### src/rtl/cpu_bus_ctrl_if.sv
// cpu_bus_ctrl_if
//   Bus bundle between the 65C02 socket, the bus-cycle controller and the
//   ROM/RAM/IO targets. The controller connects through the master modport.
//   The CPU/target side (board glue or bench) connects through the slave
//   modport.
//   CPU side : cpu_addr, cpu_rwb, cpu_data_in -> ctrl;
//              cpu_data_out, cpu_data_oe, cpu_phi2, cpu_resb <- ctrl
//   Mem side : mem_addr, mem_wdata, mem_we, mem_re, rom/ram/io_cs <- ctrl;
//              rom/ram/io_rdata -> ctrl
interface cpu_bus_ctrl_if;
  logic [15:0] cpu_addr;
  logic        cpu_rwb;
  logic [7:0]  cpu_data_in;
  logic [7:0]  cpu_data_out;
  logic [7:0]  cpu_data_oe;
  logic        cpu_phi2;
  logic        cpu_resb;
  logic [15:0] mem_addr;
  logic [7:0]  mem_wdata;
  logic        mem_we;
  logic        mem_re;
  logic        rom_cs;
  logic        ram_cs;
  logic        io_cs;
  logic [7:0]  rom_rdata;
  logic [7:0]  ram_rdata;
  logic [7:0]  io_rdata;

  modport master (
    input  cpu_addr, cpu_rwb, cpu_data_in, rom_rdata, ram_rdata, io_rdata,
    output cpu_data_out, cpu_data_oe, cpu_phi2, cpu_resb,
           mem_addr, mem_wdata, mem_we, mem_re, rom_cs, ram_cs, io_cs
  );

  modport slave (
    output cpu_addr, cpu_rwb, cpu_data_in, rom_rdata, ram_rdata, io_rdata,
    input  cpu_data_out, cpu_data_oe, cpu_phi2, cpu_resb,
           mem_addr, mem_wdata, mem_we, mem_re, rom_cs, ram_cs, io_cs
  );
endinterface

### src/rtl/cpu_bus_ctrl.sv
// cpu_bus_ctrl
//   Bus-cycle controller for the 65C02 socket. It generates phi2 and the
//   power-on cpu_resb stretch, and decodes the CPU address into ROM (0xFFxx),
//   IO (0x7Fxx) and RAM (0x0000-0x7EFF) selects. It stretches phi2-high per
//   target to insert wait states, and registers read data back to the CPU.
//   Ports: clk_50 (all state on rising edge), reset (synchronous,
//   active-high), bus (cpu_bus_ctrl_if.master, all CPU and target signals).
module cpu_bus_ctrl #(
  parameter int unsigned PHI_HALF     = 12,
  parameter int unsigned ROM_WAIT     = 1,
  parameter int unsigned RAM_WAIT     = 0,
  parameter int unsigned IO_WAIT      = 4,
  parameter int unsigned RESET_CYCLES = 8
) (
  input  logic                 clk_50,
  input  logic                 reset,
  cpu_bus_ctrl_if.master       bus
);

  typedef enum logic [1:0] {ST_RST, ST_PHI1, ST_PHI2} state_t;
  typedef enum logic [1:0] {TGT_NONE, TGT_ROM, TGT_RAM, TGT_IO} tgt_t;

  localparam logic [7:0] HALF_M1  = 8'(PHI_HALF - 1);
  localparam logic [7:0] ROM_LOAD = 8'(PHI_HALF - 1 + ROM_WAIT);
  localparam logic [7:0] RAM_LOAD = 8'(PHI_HALF - 1 + RAM_WAIT);
  localparam logic [7:0] IO_LOAD  = 8'(PHI_HALF - 1 + IO_WAIT);
  localparam logic [7:0] NONE_LOAD = HALF_M1;

  state_t      state, state_d;
  logic [7:0]  cnt, cnt_d;
  logic        last;

  tgt_t        dec_tgt, tgt;
  logic [7:0]  dec_load;
  logic [7:0]  rdata_mux;

  logic        rw;
  logic        resb;
  logic [15:0] rst_cnt;
  logic        first;
  logic        rom_cs_q, ram_cs_q, io_cs_q, re_q;
  logic [15:0] addr_q;
  logic [7:0]  wdata_q;
  logic [7:0]  dout_q;

  assign last = (cnt == '0);

  // Address decode of the live CPU address; used only on the last PHI1 clk.
  always_comb begin
    dec_tgt  = TGT_NONE;
    dec_load = NONE_LOAD;
    if (bus.cpu_addr[15:8] == 8'hFF) begin
      dec_tgt  = TGT_ROM;
      dec_load = ROM_LOAD;
    end else if (bus.cpu_addr[15:8] == 8'h7F) begin
      dec_tgt  = TGT_IO;
      dec_load = IO_LOAD;
    end else if (!bus.cpu_addr[15]) begin
      dec_tgt  = TGT_RAM;
      dec_load = RAM_LOAD;
    end
  end

  always_comb begin
    rdata_mux = 8'hFF;
    case (tgt)
      TGT_ROM: rdata_mux = bus.rom_rdata;
      TGT_RAM: rdata_mux = bus.ram_rdata;
      TGT_IO:  rdata_mux = bus.io_rdata;
      default: rdata_mux = 8'hFF;
    endcase
  end

  always_comb begin
    state_d = state;
    cnt_d   = last ? cnt : cnt - 8'd1;
    case (state)
      ST_RST: begin
        state_d = ST_PHI1;
        cnt_d   = HALF_M1;
      end
      ST_PHI1: begin
        if (last) begin
          state_d = ST_PHI2;
          cnt_d   = dec_load;
        end
      end
      ST_PHI2: begin
        if (last) begin
          state_d = ST_PHI1;
          cnt_d   = HALF_M1;
        end
      end
      default: begin
        state_d = ST_RST;
        cnt_d   = HALF_M1;
      end
    endcase
  end

  always_ff @(posedge clk_50) begin
    if (reset) begin
      state <= ST_RST;
      cnt   <= HALF_M1;
    end else begin
      state <= state_d;
      cnt   <= cnt_d;
    end
  end

  always_ff @(posedge clk_50) begin
    if (reset) begin
      resb     <= 1'b0;
      rst_cnt  <= 16'(RESET_CYCLES);
      rw       <= 1'b1;
      tgt      <= TGT_NONE;
      first    <= 1'b0;
      rom_cs_q <= 1'b0;
      ram_cs_q <= 1'b0;
      io_cs_q  <= 1'b0;
      re_q     <= 1'b0;
      addr_q   <= '0;
      wdata_q  <= '0;
      dout_q   <= 8'hFF;
    end else begin
      if (state == ST_PHI1 && last) begin
        addr_q   <= bus.cpu_addr;
        rw       <= bus.cpu_rwb;
        wdata_q  <= bus.cpu_data_in;
        tgt      <= dec_tgt;
        rom_cs_q <= (dec_tgt == TGT_ROM);
        ram_cs_q <= (dec_tgt == TGT_RAM);
        io_cs_q  <= (dec_tgt == TGT_IO);
        re_q     <= bus.cpu_rwb && (dec_tgt != TGT_NONE);
        first    <= 1'b1;
      end
      if (state == ST_PHI2) begin
        first <= 1'b0;
        // Target data is valid one clk after cs/re, so skip the first clk.
        if (!first)
          dout_q <= rdata_mux;
        // CPU write data is only guaranteed during phi2 high; re-latch it
        // one clk before the strobe so it is stable while mem_we is high.
        if (cnt == 8'd1)
          wdata_q <= bus.cpu_data_in;
        if (last) begin
          rom_cs_q <= 1'b0;
          ram_cs_q <= 1'b0;
          io_cs_q  <= 1'b0;
          re_q     <= 1'b0;
          if (!resb) begin
            if (rst_cnt <= 16'd1) begin
              rst_cnt <= '0;
              resb    <= 1'b1;
            end else begin
              rst_cnt <= rst_cnt - 16'd1;
            end
          end
        end
      end
    end
  end

  assign bus.cpu_phi2     = (state == ST_PHI2);
  assign bus.cpu_resb     = resb;
  assign bus.cpu_data_oe  = (state == ST_PHI2 && rw) ? '1 : '0;
  assign bus.cpu_data_out = dout_q;
  assign bus.mem_addr     = addr_q;
  assign bus.mem_wdata    = wdata_q;
  assign bus.mem_re       = re_q;
  assign bus.rom_cs       = rom_cs_q;
  assign bus.ram_cs       = ram_cs_q;
  assign bus.io_cs        = io_cs_q;
  // Decoded from registered state only, so it covers exactly the final
  // phi2-high clk and vanishes on the edge that samples reset.
  assign bus.mem_we       = (state == ST_PHI2) && last && !rw && resb &&
                            (tgt != TGT_NONE);

endmodule

### src/flat_wrapper.sv
// flat-port wrapper written by rule: the top's interface ports become plain ports
module cpu_bus_ctrl_flat 
#(
  parameter int unsigned PHI_HALF     = 12,
  parameter int unsigned ROM_WAIT     = 1,
  parameter int unsigned RAM_WAIT     = 0,
  parameter int unsigned IO_WAIT      = 4,
  parameter int unsigned RESET_CYCLES = 8
)
  (clk_50, reset, bus_cpu_addr, bus_cpu_rwb, bus_cpu_data_in, bus_rom_rdata, bus_ram_rdata, bus_io_rdata, bus_cpu_data_out, bus_cpu_data_oe, bus_cpu_phi2, bus_cpu_resb, bus_mem_addr, bus_mem_wdata, bus_mem_we, bus_mem_re, bus_rom_cs, bus_ram_cs, bus_io_cs);
  cpu_bus_ctrl_if bus_i ();
  input  logic clk_50;
  input  logic reset;
  input wire logic [$bits(bus_i.cpu_addr)-1:0] bus_cpu_addr;
  input wire logic [$bits(bus_i.cpu_rwb)-1:0] bus_cpu_rwb;
  input wire logic [$bits(bus_i.cpu_data_in)-1:0] bus_cpu_data_in;
  input wire logic [$bits(bus_i.rom_rdata)-1:0] bus_rom_rdata;
  input wire logic [$bits(bus_i.ram_rdata)-1:0] bus_ram_rdata;
  input wire logic [$bits(bus_i.io_rdata)-1:0] bus_io_rdata;
  output wire logic [$bits(bus_i.cpu_data_out)-1:0] bus_cpu_data_out;
  output wire logic [$bits(bus_i.cpu_data_oe)-1:0] bus_cpu_data_oe;
  output wire logic [$bits(bus_i.cpu_phi2)-1:0] bus_cpu_phi2;
  output wire logic [$bits(bus_i.cpu_resb)-1:0] bus_cpu_resb;
  output wire logic [$bits(bus_i.mem_addr)-1:0] bus_mem_addr;
  output wire logic [$bits(bus_i.mem_wdata)-1:0] bus_mem_wdata;
  output wire logic [$bits(bus_i.mem_we)-1:0] bus_mem_we;
  output wire logic [$bits(bus_i.mem_re)-1:0] bus_mem_re;
  output wire logic [$bits(bus_i.rom_cs)-1:0] bus_rom_cs;
  output wire logic [$bits(bus_i.ram_cs)-1:0] bus_ram_cs;
  output wire logic [$bits(bus_i.io_cs)-1:0] bus_io_cs;
  assign bus_i.cpu_addr = bus_cpu_addr;
  assign bus_i.cpu_rwb = bus_cpu_rwb;
  assign bus_i.cpu_data_in = bus_cpu_data_in;
  assign bus_i.rom_rdata = bus_rom_rdata;
  assign bus_i.ram_rdata = bus_ram_rdata;
  assign bus_i.io_rdata = bus_io_rdata;
  assign bus_cpu_data_out = bus_i.cpu_data_out;
  assign bus_cpu_data_oe = bus_i.cpu_data_oe;
  assign bus_cpu_phi2 = bus_i.cpu_phi2;
  assign bus_cpu_resb = bus_i.cpu_resb;
  assign bus_mem_addr = bus_i.mem_addr;
  assign bus_mem_wdata = bus_i.mem_wdata;
  assign bus_mem_we = bus_i.mem_we;
  assign bus_mem_re = bus_i.mem_re;
  assign bus_rom_cs = bus_i.rom_cs;
  assign bus_ram_cs = bus_i.ram_cs;
  assign bus_io_cs = bus_i.io_cs;
  cpu_bus_ctrl #(.PHI_HALF(PHI_HALF), .ROM_WAIT(ROM_WAIT), .RAM_WAIT(RAM_WAIT), .IO_WAIT(IO_WAIT), .RESET_CYCLES(RESET_CYCLES)) u_core (.clk_50(clk_50), .reset(reset), .bus(bus_i));
endmodule
### config.mk
export PLATFORM = sky130hd
export DESIGN_NAME = cpu_bus_ctrl_flat
export DESIGN_NICKNAME = d
export VERILOG_FILES = /design/src/rtl/cpu_bus_ctrl_if.sv /design/src/rtl/cpu_bus_ctrl.sv /design/src/flat_wrapper.sv
export SDC_FILE = /design/constraint.sdc
export NUM_CORES = 1
export LEC_CHECK = 0
export ABC_CLOCK_PERIOD_IN_PS = 3900
export CAP_MARGIN = 30
export CELL_PAD_IN_SITES_DETAIL_PLACEMENT = 1
export CELL_PAD_IN_SITES_GLOBAL_PLACEMENT = 1
export CORE_ASPECT_RATIO = 0.5
export CORE_MARGIN = 2
export CORE_UTILIZATION = 35
export DETAILED_ROUTE_END_ITERATION = 8
export PLACE_DENSITY_LB_ADDON = 0.2
export SETUP_SLACK_MARGIN = 0.5
export SYNTH_ARGS = -nofsm -noshare
export SYNTH_HDL_FRONTEND = slang
export SYNTH_SLANG_ARGS = --single-unit
### constraint.sdc
create_clock -name clk_50 -period 3.9 [get_ports clk_50]
set_input_delay 0.975 -clock clk_50 [delete_from_list [all_inputs] [get_ports clk_50]]
set_output_delay 0.975 -clock clk_50 [all_outputs]
set_load 0.005 [all_outputs]
# Word level (Yosys, flattened, before mapping)
# Index checks and enable logic that the tools add are counted.
# word_totals
regBits,67
# classes
n_bitwise,2
add_sub_neg,2
magnitude_cmp,1
n_mux,31
n_eq_ne,13
n_reduce_logical,17
# ops
cell,n
8-bit 2-to-1 mux,7
8-bit case mux with 3 select lines,1
"16-bit by 1-bit <= comparator with 1-bit output, second input constant",1
16-bit 2-to-1 mux,1
8-bit case mux with 2 select lines,1
"16-bit by 1-bit subtractor with 16-bit output, second input constant",1
1-bit 2-to-1 mux,14
"2-bit == test, second input constant",5
2-bit 2-to-1 mux,5
"8-bit by 1-bit == test with 1-bit output, second input constant",1
"8-bit by 7-bit == test with 1-bit output, second input constant",1
"8-bit == test, second input constant",1
8-bit zero test,1
"8-bit by 1-bit subtractor with 8-bit output, second input constant",1
1-bit logical AND,7
"2-bit by 1-bit == test with 1-bit output, second input constant",3
2-bit case mux with 3 select lines,1
2-bit AND reduction,3
"2-bit by 1-bit != test with 1-bit output, second input constant",2
2-bit nonzero test,2
3-bit 2-to-1 mux,1
3-bit AND reduction,1
2-bit zero test,1
1-bit inverter,2
other kinds (2),2

# Logic depth before layout (Yosys ltp)
# logic_depth
depth_word,8
ltp_mapped,8
mapped_depth_nobuf,7

# Worst setup path after synthesis
# Ideal clock, no wire load.
# synth_path
path_type,register to output
startpoint,reg u_core.cnt[0]
endpoint,out bus_mem_we
path_buffers,1
path_stages_with_launch,8
arrival_ps,1645
required_ps,2925
path_slack_ps,1280
path_cell_list,dfxtp_1 -> inv_1 -> ha_1 -> nor3b_2 -> and2_0 -> clkbuf_1 -> nand2_1 -> nor4b_1
# synth_via
elab_chain_cells,5
# synth_lines
element,line,source
from (decl),cpu_bus_ctrl.sv:30,"logic [7:0] cnt, cnt_d;"
from (signal assigned),cpu_bus_ctrl.sv:107,cnt <= cnt_d;
8-bit zero test,cpu_bus_ctrl.sv:46,assign last = (cnt == '0);
1-bit logical AND (4 in a row),cpu_bus_ctrl.sv:176,assign bus.mem_we = (state == ST_PHI2) && last && !rw && resb &&
to (decl),flat_wrapper.sv:26,output wire logic [$bits(bus_i.mem_we)-1:0] bus_mem_we;
# Every way passes these cells.

# Worst setup path after layout
# layout_path
startpoint,reg u_core.cnt[1]
endpoint,out bus_mem_we
# The elaborated chain is that of the path after synthesis.

==> results.tsv <==
metric	value	unit
outcome	finished clean	
worst_slew_margin_rel	0.472	
regArea	0.00134	mm2
synth_edf_count	0	
start_util	0.367	
nets	496	
clock_path_buffers	2	
h-tree-depth	3	
cts_made_buffers	9	
whs_path_depth	2	
ys_seq_area_frac	0.448	
path_class	register to output port	
regToRegStartpoint	u_core.state[0]	
port_buffers	97	
path_cells	inv_1, ha_2, nor3b_2, buf_4, and2_0, buf_4, nand2_1, nor4b_2, dlygate4sd2_1	
netlist_area	0.00299	mm2
antenna_found_initial	0	
final_common_cell	clkdlybuf4s50_1	
hold_path.class	register to register	
fill_cells	940	
grt_pass1_vias	2921	
synthArstFlopShare	0	
drt_iter0_markers	71	
fin_crit	3110	ps
hpwl	6310	um
layout-drive-gt1-share	0.0745	
utilization	0.534	
tightestPinTransition	792	ps
final_hold_viol_count	0	
required	2920	ps
gp_congestion	0.787	
ant_nets	0	
drt_pass1_iterations	4	
total_leakage_power	1.55	nW
postSynthCellCount	350	
ys.flop_type	dfxtp_1	
reg2regPathDepth	7	
cp_max_fo	8	
die-height	69.4	um
std_cell_rows	23	
ir_drop	250	uV
max_cap_violations	0	
startpoint_type	register	
cp_data_arrival_time	2130	ps
slew_viol_final	0	
power.density	383	mW/mm2
setup_viol	0	
layout_common_cells	clkdlybuf4s50_1, dfxtp_1, nand2_1, nor2_1, a21oi_1	
clkLatencyLatePin	330	ps
setup-tns-final	0	ps
min_from	u_core.bus.mem_re	
endpoint_kind	output port	
yosysWarnings	0	
drc	0	
die-area	0.00935	mm2
pin_count	98	
crit_top_cell	buf_4	
grt_pass1_wl	14500	um
synth_cell_type_count	43	
viasPerCell	5.05	
cts.sinks	67	
multiInputGateArea	0.00151	mm2
gr-usage-all-layers	0.195	
fin_crit_sh	0.797	
reg2reg_slack	1250	ps
cts_tree	yes	
grt_start_max_net_pins	33	
grt_overflow	0	
cts_root_buffer	clkbuf_16	
rsz0062_at_grt	false	
syn_area_per_cell	8.55	um2
critPathMaxStageDelay	310	ps
max_freq	322	MHz
coreArea	0.00814	mm2
critPathBufInv	4	
fp.dieW	135	um
avgRoutedWirePerCell	15.6	um
hold_end	u_core.bus.mem_re	
finClkSkew	5.11	ps
num_antenna_cells	0	
cpLargestDelayFamily	buffers and inverters	
rr_endpoint	u_core.rst_cnt[6]	
ys_ff_latch	67	
cp_slowest_cell	dfxtp_1	
syn-num-nets	408	
route.vias.total	2803	
area_growth	45.3	%
wl	8680	um
clkSlewWorstSetupHoldPaths	50	ps
==> cells by family (layout without fill, tap and decap cells) <==
group                      Yosys count  count (layout)  synth area share
xor gates and xnor gates            12              12            0.0351
AOI/OAI and AO/OA                   68              68             0.144
and+or+nand+nor                    148             148             0.239
adders and majority gates            7               7            0.0293
buffers and inverters               32             125            0.0514
DFF                                 67              67             0.448
muxes                               16              16            0.0535
==> flip-flops by register name, summed over array words and instances (netlist names) <==
register	flops
u_core.bus.mem_addr	16
u_core.rst_cnt	16
u_core.bus.cpu_data_out	8
u_core.bus.mem_wdata	8
u_core.cnt	8
u_core.state	2
u_core.tgt	2
u_core.bus.cpu_resb	1
u_core.bus.io_cs	1
u_core.bus.mem_re	1
u_core.bus.ram_cs	1
u_core.bus.rom_cs	1
u_core.first	1
u_core.rw	1
==> how the worst max path moves through the flow <==
stage	cells past startpoint	start	end	slack, ps
floorplan	7	u_core.cnt[0]	bus_mem_we	1280
global placement	9	u_core.cnt[0]	bus_mem_we	880
detailed placement	9	u_core.cnt[0]	bus_mem_we	800
CTS	9	u_core.cnt[1]	bus_mem_we	770
global route	9	u_core.cnt[1]	bus_mem_we	610
finish	9	u_core.cnt[1]	bus_mem_we	790
==> Yosys cell counts (7+ instances only) <==
master / instances / area share
a211o_1: 8 / 0.023
a211oi_1: 10 / 0.025
a21oi_1: 32 / 0.054
buf_4: 7 / 0.018
clkbuf_1: 17 / 0.021
dfxtp_1: 67 / 0.45
ha_1: 7 / 0.029
mux2i_1: 16 / 0.054
nand2_1: 50 / 0.063
nor2_1: 41 / 0.051
nor3_1: 9 / 0.015
or3_1: 11 / 0.023
xnor2_1: 11 / 0.032
==> report_power, final <==
part	leakage, nW	switching (mW)	internal, mW
combinational	0.857	0.0409	0.0593
clock	0.155	0.295	0.576
sequential	0.541	0.00442	0.690
total	1.55	0.340	1.33
==> tightest hold or removal path, stage by stage (launching register included) <==
cell,delay (ps)
dfxtp_1,310
nand2_1,50
a21oi_1,50
==> area by class of cell <==
class | instances | share of cell area
repair buffers | 103 | 0.232
multi-input cells | 251 | 0.346
inverters | 6 | 0.00518
clock buffers | 10 | 0.0550
clock inverters | 6 | 0.0204
flip-flops and latches | 67 | 0.308
well taps | 112 | 0.0322
==> per-stage QoR <==
step | total power [mW] | hold slack [ps] | area (um2) | worst slack [ps] | instances
2_1_floorplan | 0.743 | 443 | 2990 | 1280 | 350
3_3_place_gp | 0.805 | 443 | 4010 | 884 | 539
3_5_place_dp | 0.807 | 452 | 4010 | 796 | 539
4_1_cts | 1.69 | 460 | 4350 | 770 | 555
5_1_grt | 1.73 | 481 | 4350 | 607 | 555
6_report | 1.67 | 458 | 4350 | 790 | 555
==> metal layers <==
layer | routed length, um | vias to the layer above | GRT usage
met3 | 421 | 7 | 0.0570
met4 | 53 | 0 | 0.0491
met1 | 3890 | 1348 | 0.236
li1 | - | 1390 | -
met5 | 0 | - | 0
met2 | 4320 | 58 | 0.338
==> what timing repair did <==
| item | in CTS | in global routing |
|---|---|---|
| gates resized for setup | 3 | 0 |
| setup endpoints to repair | 1 | 0 |
| endpoints found under the hold margin | 0 | 0 |
| hold buffers | 0 | 0 |
| buffers inserted | 0 | 0 |
No activity file was read; power rests on OpenSTA's default activity.
